File: src/rtl/id_pkg.sv
// Shared decode constants for the ID stage: CMD codes, MIPS opcode/funct values
// and the internal operand-source selects used between the decoder and the stage.
package id_pkg;

    typedef enum logic [3:0] {
        CMD_NONE = 4'd0,
        CMD_ADD  = 4'd1,
        CMD_SUB  = 4'd2,
        CMD_AND  = 4'd3,
        CMD_OR   = 4'd4,
        CMD_XOR  = 4'd5,
        CMD_SLL  = 4'd6,
        CMD_SRL  = 4'd7,
        CMD_SRA  = 4'd8,
        CMD_ADDI = 4'd9,
        CMD_ANDI = 4'd10,
        CMD_ORI  = 4'd11,
        CMD_XORI = 4'd12,
        CMD_LUI  = 4'd13
    } cmd_e;

    localparam logic [5:0] OPC_RTYPE = 6'h00;
    localparam logic [5:0] OPC_ADDI  = 6'h08;
    localparam logic [5:0] OPC_ANDI  = 6'h0C;
    localparam logic [5:0] OPC_ORI   = 6'h0D;
    localparam logic [5:0] OPC_XORI  = 6'h0E;
    localparam logic [5:0] OPC_LUI   = 6'h0F;

    localparam logic [5:0] FN_SLL = 6'h00;
    localparam logic [5:0] FN_SRL = 6'h02;
    localparam logic [5:0] FN_SRA = 6'h03;
    localparam logic [5:0] FN_ADD = 6'h20;
    localparam logic [5:0] FN_SUB = 6'h22;
    localparam logic [5:0] FN_AND = 6'h24;
    localparam logic [5:0] FN_OR  = 6'h25;
    localparam logic [5:0] FN_XOR = 6'h26;

    localparam logic ENABLE  = 1'b1;
    localparam logic DISABLE = 1'b0;

    typedef enum logic [2:0] {
        FMT_NONE, FMT_RRR, FMT_SHIFT, FMT_IMMS, FMT_IMMZ, FMT_LUI
    } fmt_e;

    typedef enum logic [1:0] {A_ZERO, A_PORTA, A_PORTB, A_ZIMM} asel_e;
    typedef enum logic [2:0] {B_ZERO, B_PORTB, B_SHAMT, B_SEXT, B_ZEXT} bsel_e;

endpackage

File: src/rtl/id_pipe_stage_if.sv
// ID/EX output bus: registered decode results with a valid/ready handshake toward EX.
interface id_pipe_stage_if #(
    parameter int unsigned DATA_W  = 32,
    parameter int unsigned RADDR_W = 5,
    parameter int unsigned OP_W    = 6
);
    logic               out_valid;
    logic               out_ready;
    logic [OP_W-1:0]    op;
    logic [DATA_W-1:0]  rega_data;
    logic [DATA_W-1:0]  regb_data;
    logic               regc_wr;
    logic [RADDR_W-1:0] regc_addr;
    logic               illegal;

    modport master (
        output out_valid, op, rega_data, regb_data, regc_wr, regc_addr, illegal,
        input  out_ready
    );

    modport slave (
        input  out_valid, op, rega_data, regb_data, regc_wr, regc_addr, illegal,
        output out_ready
    );
endinterface

File: src/rtl/id_decode_comb.sv
// Pure instruction decoder: MIPS word to CMD code, register-file port usage,
// destination descriptor and operand-source selects. Unmatched encodings read nothing.
module id_decode_comb
    import id_pkg::*;
#(
    parameter int unsigned RADDR_W = 5
) (
    input  logic [31:0]        i_inst,
    output cmd_e               o_cmd,
    output logic               o_rega_rd,
    output logic [RADDR_W-1:0] o_rega_addr,
    output logic               o_regb_rd,
    output logic [RADDR_W-1:0] o_regb_addr,
    output logic               o_regc_wr,
    output logic [RADDR_W-1:0] o_regc_addr,
    output logic               o_illegal,
    output asel_e              o_asel,
    output bsel_e              o_bsel
);
    logic [5:0] w_opcode;
    logic [5:0] w_funct;
    logic [4:0] w_rs;
    logic [4:0] w_rt;
    logic [4:0] w_rd;
    logic [4:0] w_shamt;
    cmd_e       w_cmd;
    fmt_e       w_fmt;

    assign w_opcode = i_inst[31:26];
    assign w_rs     = i_inst[25:21];
    assign w_rt     = i_inst[20:16];
    assign w_rd     = i_inst[15:11];
    assign w_shamt  = i_inst[10:6];
    assign w_funct  = i_inst[5:0];

    // R-type only matches when the unused field (shamt or rs) is zero
    always_comb begin
        w_cmd = CMD_NONE;
        w_fmt = FMT_NONE;
        case (w_opcode)
            OPC_RTYPE: begin
                case (w_funct)
                    FN_ADD:  w_cmd = CMD_ADD;
                    FN_SUB:  w_cmd = CMD_SUB;
                    FN_AND:  w_cmd = CMD_AND;
                    FN_OR:   w_cmd = CMD_OR;
                    FN_XOR:  w_cmd = CMD_XOR;
                    FN_SLL:  w_cmd = CMD_SLL;
                    FN_SRL:  w_cmd = CMD_SRL;
                    FN_SRA:  w_cmd = CMD_SRA;
                    default: w_cmd = CMD_NONE;
                endcase
                if (w_cmd inside {CMD_ADD, CMD_SUB, CMD_AND, CMD_OR, CMD_XOR}) begin
                    if (w_shamt == '0) w_fmt = FMT_RRR;
                end else if (w_cmd != CMD_NONE) begin
                    if (w_rs == '0) w_fmt = FMT_SHIFT;
                end
            end
            OPC_ADDI: begin w_cmd = CMD_ADDI; w_fmt = FMT_IMMS; end
            OPC_ANDI: begin w_cmd = CMD_ANDI; w_fmt = FMT_IMMZ; end
            OPC_ORI:  begin w_cmd = CMD_ORI;  w_fmt = FMT_IMMZ; end
            OPC_XORI: begin w_cmd = CMD_XORI; w_fmt = FMT_IMMZ; end
            OPC_LUI:  begin w_cmd = CMD_LUI;  w_fmt = FMT_LUI;  end
            default:  ;
        endcase
    end

    always_comb begin
        o_cmd       = (w_fmt == FMT_NONE) ? CMD_NONE : w_cmd;
        o_rega_rd   = DISABLE;
        o_rega_addr = '0;
        o_regb_rd   = DISABLE;
        o_regb_addr = '0;
        o_regc_wr   = DISABLE;
        o_regc_addr = '0;
        o_illegal   = 1'b0;
        o_asel      = A_ZERO;
        o_bsel      = B_ZERO;
        case (w_fmt)
            FMT_RRR: begin
                o_rega_rd = ENABLE; o_rega_addr = RADDR_W'(w_rs);
                o_regb_rd = ENABLE; o_regb_addr = RADDR_W'(w_rt);
                o_regc_wr = ENABLE; o_regc_addr = RADDR_W'(w_rd);
                o_asel    = A_PORTA; o_bsel = B_PORTB;
            end
            FMT_SHIFT: begin
                o_regb_rd = ENABLE; o_regb_addr = RADDR_W'(w_rt);
                o_regc_wr = ENABLE; o_regc_addr = RADDR_W'(w_rd);
                o_asel    = A_PORTB; o_bsel = B_SHAMT;
            end
            FMT_IMMS, FMT_IMMZ: begin
                o_rega_rd = ENABLE; o_rega_addr = RADDR_W'(w_rs);
                o_regc_wr = ENABLE; o_regc_addr = RADDR_W'(w_rt);
                o_asel    = A_PORTA;
                o_bsel    = (w_fmt == FMT_IMMS) ? B_SEXT : B_ZEXT;
            end
            FMT_LUI: begin
                o_regc_wr = ENABLE; o_regc_addr = RADDR_W'(w_rt);
                o_asel    = A_ZIMM; o_bsel = B_ZERO;
            end
            default: o_illegal = 1'b1;
        endcase
    end

endmodule

File: src/rtl/id_pipe_stage.sv
// Registered MIPS instruction-decode stage with ID/EX handshake and RAW hazard handling.
// `define ID_FWD_EN to forward EX/MEM results and stall only on load-use; otherwise any EX/MEM hit stalls.
module id_pipe_stage
    import id_pkg::*;
#(
    parameter int unsigned DATA_W  = 32,
    parameter int unsigned RADDR_W = 5,
    parameter int unsigned OP_W    = 6
) (
    input  logic               clk,
    input  logic               rst,
    input  logic               in_valid,
    output logic               in_ready,
    input  logic [31:0]        inst,
    output logic               rega_rd,
    output logic [RADDR_W-1:0] rega_addr,
    output logic               regb_rd,
    output logic [RADDR_W-1:0] regb_addr,
    input  logic [DATA_W-1:0]  rega_data_i,
    input  logic [DATA_W-1:0]  regb_data_i,
    input  logic               ex_wr,
    input  logic [RADDR_W-1:0] ex_waddr,
    input  logic [DATA_W-1:0]  ex_wdata,
    input  logic               ex_is_load,
    input  logic               mem_wr,
    input  logic [RADDR_W-1:0] mem_waddr,
    input  logic [DATA_W-1:0]  mem_wdata,
    id_pipe_stage_if.master    idex
);
    cmd_e               w_cmd;
    logic               w_regc_wr;
    logic [RADDR_W-1:0] w_regc_addr;
    logic               w_illegal;
    asel_e              w_asel;
    bsel_e              w_bsel;
    logic [DATA_W-1:0]  w_opa;
    logic [DATA_W-1:0]  w_opb;
    logic [DATA_W-1:0]  w_opnd_a;
    logic [DATA_W-1:0]  w_opnd_b;
    logic               w_ex_hit;
    logic               w_stall;
    logic               w_in_ready;

    logic               r_valid;
    logic [OP_W-1:0]    r_op;
    logic [DATA_W-1:0]  r_rega_data;
    logic [DATA_W-1:0]  r_regb_data;
    logic               r_regc_wr;
    logic [RADDR_W-1:0] r_regc_addr;
    logic               r_illegal;

    id_decode_comb #(.RADDR_W(RADDR_W)) u_dec (
        .i_inst      (inst),
        .o_cmd       (w_cmd),
        .o_rega_rd   (rega_rd),
        .o_rega_addr (rega_addr),
        .o_regb_rd   (regb_rd),
        .o_regb_addr (regb_addr),
        .o_regc_wr   (w_regc_wr),
        .o_regc_addr (w_regc_addr),
        .o_illegal   (w_illegal),
        .o_asel      (w_asel),
        .o_bsel      (w_bsel)
    );

    // Disabled ports carry address 0, so address compares need no extra enable gating
    assign w_ex_hit = ex_wr && (ex_waddr != '0) &&
                      ((rega_rd && rega_addr == ex_waddr) || (regb_rd && regb_addr == ex_waddr));

`ifdef ID_FWD_EN
    always_comb begin
        w_opa = rega_data_i;
        if (rega_addr == '0)                          w_opa = '0;
        else if (ex_wr && ex_waddr == rega_addr)      w_opa = ex_wdata;
        else if (mem_wr && mem_waddr == rega_addr)    w_opa = mem_wdata;
        w_opb = regb_data_i;
        if (regb_addr == '0)                          w_opb = '0;
        else if (ex_wr && ex_waddr == regb_addr)      w_opb = ex_wdata;
        else if (mem_wr && mem_waddr == regb_addr)    w_opb = mem_wdata;
    end
    assign w_stall = w_ex_hit && ex_is_load;
`else
    logic w_mem_hit;
    logic w_unused;
    assign w_mem_hit = mem_wr && (mem_waddr != '0) &&
                       ((rega_rd && rega_addr == mem_waddr) || (regb_rd && regb_addr == mem_waddr));
    assign w_opa     = rega_data_i;
    assign w_opb     = regb_data_i;
    assign w_stall   = w_ex_hit || w_mem_hit;
    assign w_unused  = ^{ex_is_load, ex_wdata, mem_wdata};
`endif

    always_comb begin
        case (w_asel)
            A_PORTA: w_opnd_a = w_opa;
            A_PORTB: w_opnd_a = w_opb;
            A_ZIMM:  w_opnd_a = DATA_W'(inst[15:0]);
            default: w_opnd_a = '0;
        endcase
        case (w_bsel)
            B_PORTB: w_opnd_b = w_opb;
            B_SHAMT: w_opnd_b = DATA_W'(inst[10:6]);
            B_SEXT:  w_opnd_b = DATA_W'($signed(inst[15:0]));
            B_ZEXT:  w_opnd_b = DATA_W'(inst[15:0]);
            default: w_opnd_b = '0;
        endcase
    end

    assign w_in_ready = !w_stall && (!r_valid || idex.out_ready);
    assign in_ready   = w_in_ready;

    always_ff @(posedge clk) begin
        if (rst) begin
            r_valid     <= 1'b0;
            r_op        <= '0;
            r_rega_data <= '0;
            r_regb_data <= '0;
            r_regc_wr   <= 1'b0;
            r_regc_addr <= '0;
            r_illegal   <= 1'b0;
        end else if (in_valid && w_in_ready) begin
            r_valid     <= 1'b1;
            r_op        <= OP_W'(w_cmd);
            r_rega_data <= w_opnd_a;
            r_regb_data <= w_opnd_b;
            r_regc_wr   <= w_regc_wr;
            r_regc_addr <= w_regc_addr;
            r_illegal   <= w_illegal;
        end else if (idex.out_ready) begin
            r_valid     <= 1'b0;
        end
    end

    assign idex.out_valid = r_valid;
    assign idex.op        = r_op;
    assign idex.rega_data = r_rega_data;
    assign idex.regb_data = r_regb_data;
    assign idex.regc_wr   = r_regc_wr;
    assign idex.regc_addr = r_regc_addr;
    assign idex.illegal   = r_illegal;

endmodule

File: src/flat_wrapper.sv
// flat-port wrapper written by rule: the top's interface ports become plain ports
module id_pipe_stage_flat import id_pkg::*;
#(
    parameter int unsigned DATA_W  = 32,
    parameter int unsigned RADDR_W = 5,
    parameter int unsigned OP_W    = 6
)
  (clk, rst, in_valid, in_ready, inst, rega_rd, rega_addr, regb_rd, regb_addr, rega_data_i, regb_data_i, ex_wr, ex_waddr, ex_wdata, ex_is_load, mem_wr, mem_waddr, mem_wdata, idex_out_valid, idex_op, idex_rega_data, idex_regb_data, idex_regc_wr, idex_regc_addr, idex_illegal, idex_out_ready);
  id_pipe_stage_if #(.DATA_W(DATA_W), .RADDR_W(RADDR_W), .OP_W(OP_W)) idex_i ();
  input  logic clk;
  input  logic rst;
  input  logic in_valid;
  output logic in_ready;
  input  logic [31:0] inst;
  output logic rega_rd;
  output logic [RADDR_W-1:0] rega_addr;
  output logic regb_rd;
  output logic [RADDR_W-1:0] regb_addr;
  input  logic [DATA_W-1:0] rega_data_i;
  input  logic [DATA_W-1:0] regb_data_i;
  input  logic ex_wr;
  input  logic [RADDR_W-1:0] ex_waddr;
  input  logic [DATA_W-1:0] ex_wdata;
  input  logic ex_is_load;
  input  logic mem_wr;
  input  logic [RADDR_W-1:0] mem_waddr;
  input  logic [DATA_W-1:0] mem_wdata;
  output wire logic [$bits(idex_i.out_valid)-1:0] idex_out_valid;
  output wire logic [$bits(idex_i.op)-1:0] idex_op;
  output wire logic [$bits(idex_i.rega_data)-1:0] idex_rega_data;
  output wire logic [$bits(idex_i.regb_data)-1:0] idex_regb_data;
  output wire logic [$bits(idex_i.regc_wr)-1:0] idex_regc_wr;
  output wire logic [$bits(idex_i.regc_addr)-1:0] idex_regc_addr;
  output wire logic [$bits(idex_i.illegal)-1:0] idex_illegal;
  input wire logic [$bits(idex_i.out_ready)-1:0] idex_out_ready;
  assign idex_out_valid = idex_i.out_valid;
  assign idex_op = idex_i.op;
  assign idex_rega_data = idex_i.rega_data;
  assign idex_regb_data = idex_i.regb_data;
  assign idex_regc_wr = idex_i.regc_wr;
  assign idex_regc_addr = idex_i.regc_addr;
  assign idex_illegal = idex_i.illegal;
  assign idex_i.out_ready = idex_out_ready;
  id_pipe_stage #(.DATA_W(DATA_W), .RADDR_W(RADDR_W), .OP_W(OP_W)) u_core (.clk(clk), .rst(rst), .in_valid(in_valid), .in_ready(in_ready), .inst(inst), .rega_rd(rega_rd), .rega_addr(rega_addr), .regb_rd(regb_rd), .regb_addr(regb_addr), .rega_data_i(rega_data_i), .regb_data_i(regb_data_i), .ex_wr(ex_wr), .ex_waddr(ex_waddr), .ex_wdata(ex_wdata), .ex_is_load(ex_is_load), .mem_wr(mem_wr), .mem_waddr(mem_waddr), .mem_wdata(mem_wdata), .idex(idex_i));
endmodule
File: config.mk
export PLATFORM = sky130hd
export DESIGN_NAME = id_pipe_stage_flat
export DESIGN_NICKNAME = d
export VERILOG_FILES = /design/src/rtl/id_pkg.sv /design/src/rtl/id_pipe_stage_if.sv /design/src/rtl/id_decode_comb.sv /design/src/rtl/id_pipe_stage.sv /design/src/flat_wrapper.sv
export SDC_FILE = /design/constraint.sdc
export NUM_CORES = 1
export LEC_CHECK = 0
export ABC_AREA = 1
export ABC_CLOCK_PERIOD_IN_PS = 4100
export CAP_MARGIN = 20
export CORE_MARGIN = 10
export CORE_UTILIZATION = 43
export CTS_CLUSTER_SIZE = 16
export DETAILED_ROUTE_END_ITERATION = 6
export PLACE_DENSITY = 0.88
export SYNTH_ARGS = -nofsm -noshare
export SYNTH_HDL_FRONTEND = slang
export SYNTH_SLANG_ARGS = --single-unit
File: constraint.sdc
create_clock -name clk -period 4.1 [get_ports clk]
set_clock_uncertainty 0.15 [all_clocks]
set_input_delay 0.82 -clock clk [delete_from_list [all_inputs] [get_ports clk]]
set_output_delay 0.82 -clock clk [all_outputs]
set_load 0.03 [all_outputs]
==> impl_metrics.yaml <==
sta:
  worstMarginPinSlew_ns: 0.848
  setup_violations: 0
  hold_viol_final: 0
  layout_min_cycle_time_ns: 3.95
  slew_violations: 0
  rsz0062_at_grt: "no"
  relSlewSlack: 0.433
  setup_tns_ns: 0
  finalHoldWorstSlack_ns: 0.314
  fin_crit_sh: 0.963
  fmax_ghz: 0.253
  fin_ws_ns: 0.152
layout:
  syn2layout_area_growth_pct: 47.1
  final_area_um2: 7410
  fin_nets: 1234
  final_common_cell: "nand2_1"
  layout-drive-gt1-share: 0.0659
  final_cell_mix: "nand2_1, inv_1, clkdlybuf4s50_1"
synth:
  syn_inst: 876
  yosys.area_share.xor_xnor: 0.00522
  yosysSeqAreaShare: 0.302
  synthMuxAreaShare: 0
  synthArstFlopShare: 0
  synth-compound-area-share: 0.131
  synth_edf_count: 0
  synthFlopType: "dfxtp_1"
  synth-simple-area-share: 0.346
  yosysWarnings: 0
  avgSynthCellArea_um2: 5.75
  synth.distinct_cells: 34
  yosys.area_share.adder: 0
  synth_top_family_by_area: "simple AND/OR/NAND/NOR gates"
  netlist_area_um2: 5030
  ys_seq_elements: 76
hold_path:
  hp-class: "register to register"
critical_path:
  worstPathArrival_ns: 2.98
  critPathRequiredTime_ns: 3.13
  path_buf_inv: 4
  crit_family: "buffers and inverters"
  worstSetupPathType: "primary input to output pin"
  cp-end-kind: "output pin"
  crit_path_start_kind: "primary input"
  cpPeakStageDelay_ns: 0.49
  cp_slowest_cell: "clkdlybuf4s50_1"
  path_cells: "clkdlybuf4s50_1 -> inv_1 -> nor2_1 -> o21ai_2 -> nand3_1 -> nand2_2 -> nand2_2 -> buf_4 -> nand4_1 -> nand2_1 -> a21oi_4 -> and2_1 -> buf_4"
  critPathMaxFanout: 4
die:
  die_area_um2: 16400
  initial_utilization: 0.441
  die_h_um: 128
  core-area_um2: 11400
  dieWidth_um: 128
  pin_count: 268
  rows: 39
cts:
  clock-sinks: 76
  cts_buffers: 9
  htreeDepth: 3
  tritoncts: "yes"
  insertion_delay_ns: 0.34
  ctsLongestPathBuffers: 2
  cts_hold_buf: 0
  clk_pin_slew_ns: 0.06
  clockRootBuffer: "clkbuf_16"
routing:
  drt_wl_total_um: 19600
  firstDrtPassIters: 5
  routed_via_density: 5.00
  drt-initial-drc-count: 522
  num_vias: 6035
  remaining_drc_errors: 0
  final_antenna_net_count: 0
  wl_per_cell_um: 16.2
power_and_ir_drop:
  p_leak_nw: 3.71
  ir_drop_mv: 0.269
  power-per-cell-area_nw_per_um2: 303
  power.total_mw: 2.24
grt:
  use_met1: 0.276
  grtUsageMet3: 0.0749
  track_usage: 0.227
  grt_max_degree: 49
  busiest_layer: "met2"
  grt_pass1_wl_um: 29900
  grt-ovfl-total: 0
  use_met2: 0.357
  grt_pass1_vias: 5674
  grt_antenna_before_repair: 1
flow_run:
  maxCapViolations: 0
placement:
  gp_congestion: 0.975
  dpl.hpwl_um: 15200
  post-place-ws_ns: 0.0537
  numPortBuffers: 200
  placed_cell_area_um2: 7090
outcome:
  status: "completed"
[per-layer routing]
| layer | part of all wire | up-vias |
|---|---|---|
| li1 | - | 3028 |
| met3 | 0.10 | 44 |
| met2 | 0.45 | 304 |
| met5 | 0 | - |
| met4 | 0.039 | 0 |
| met1 | 0.41 | 2659 |
[worst register-to-register path, stage by stage, from the launching register on]
cell and delay [ns]:
dfxtp_1 0.31, inv_1 0.05, nor2_1 0.07, a21oi_4 0.15, buf_4 0.15, buf_4 0.41, nand4_1 0.22, nand2_1 0.11
nor2_1 0.04
[per-stage QoR]
step	instances	util
floorplan	877	-
detailed placement	1189	0.621
finish	1206	0.649
CTS	1205	0.648
global placement	1189	0.621
global route	1206	0.649
[timing repair]
action,in CTS,in global routing
endpoints found under the setup margin,0,5
buffers inserted,0,0
gates resized for setup,0,2
[state kept, by name, indices dropped and copies added, names as in the netlist]
signal	flops
u_core.idex.illegal	1
u_core.idex.op	4
u_core.idex.out_valid	1
u_core.idex.rega_data	32
u_core.idex.regb_data	32
u_core.idex.regc_addr	5
u_core.idex.regc_wr	1
[area by class of cell]
cell class / count / area, um2
tap: 143 / 179
clock inverter: 6 / 63.8
sequential: 76 / 1520
multi-input combinational: 532 / 2450
fill: 1105 / 4010
clock buffer: 10 / 239
antenna: 1 / 2.50
timing repair buffer: 219 / 2130
inverter: 219 / 822
[power by group]
part	internal (mW)	switching (mW)	total, mW
clock network	0.487	0.328	0.814
logic	0.267	0.348	0.615
registers	0.789	0.0243	0.813
[kinds of logic after synthesis]
group,Yosys count
other,1
XOR/XNOR,3
AO/OA/AOI/OAI,111
flip-flops,76
buffers and inverters,269
AND/OR/NAND/NOR,416
[cell usage after synthesis, types with 2 or more instances]
master	n	area [um2]
a22oi_1	5	37.5
nand2_1	207	777
nor3_1	3	15.0
buf_6	6	67.6
nand3_1	14	70.1
a21oi_1	29	145
xor2_1	2	17.5
a221oi_1	3	26.3
o22ai_1	30	188
buf_4	3	22.5
nand2_2	3	18.8
inv_1	206	773
dfxtp_1	76	1520
o21ai_0	30	150
o211ai_1	5	37.5
nand4_1	52	325
buf_2	15	75.1
clkbuf_1	25	93.8
o221ai_1	4	35.0
nor2_1	132	495
inv_2	13	48.8
[worst paths after layout]
path	startpoint	endpoint	slack, ns	cells past startpoint
max	inst[0]	in_ready	0.15	13
min	u_core.idex.illegal$_SDFFE_PP0P_	u_core.idex.illegal$_SDFFE_PP0P_	0.31	2
max reg2reg	u_core.idex.out_valid$_SDFFE_PP0P_	u_core.idex.regc_wr$_SDFFE_PP0P_	2.34	8
min reg2reg	u_core.idex.illegal$_SDFFE_PP0P_	u_core.idex.illegal$_SDFFE_PP0P_	0.31	2
Power figures use the tool's default switching activity.
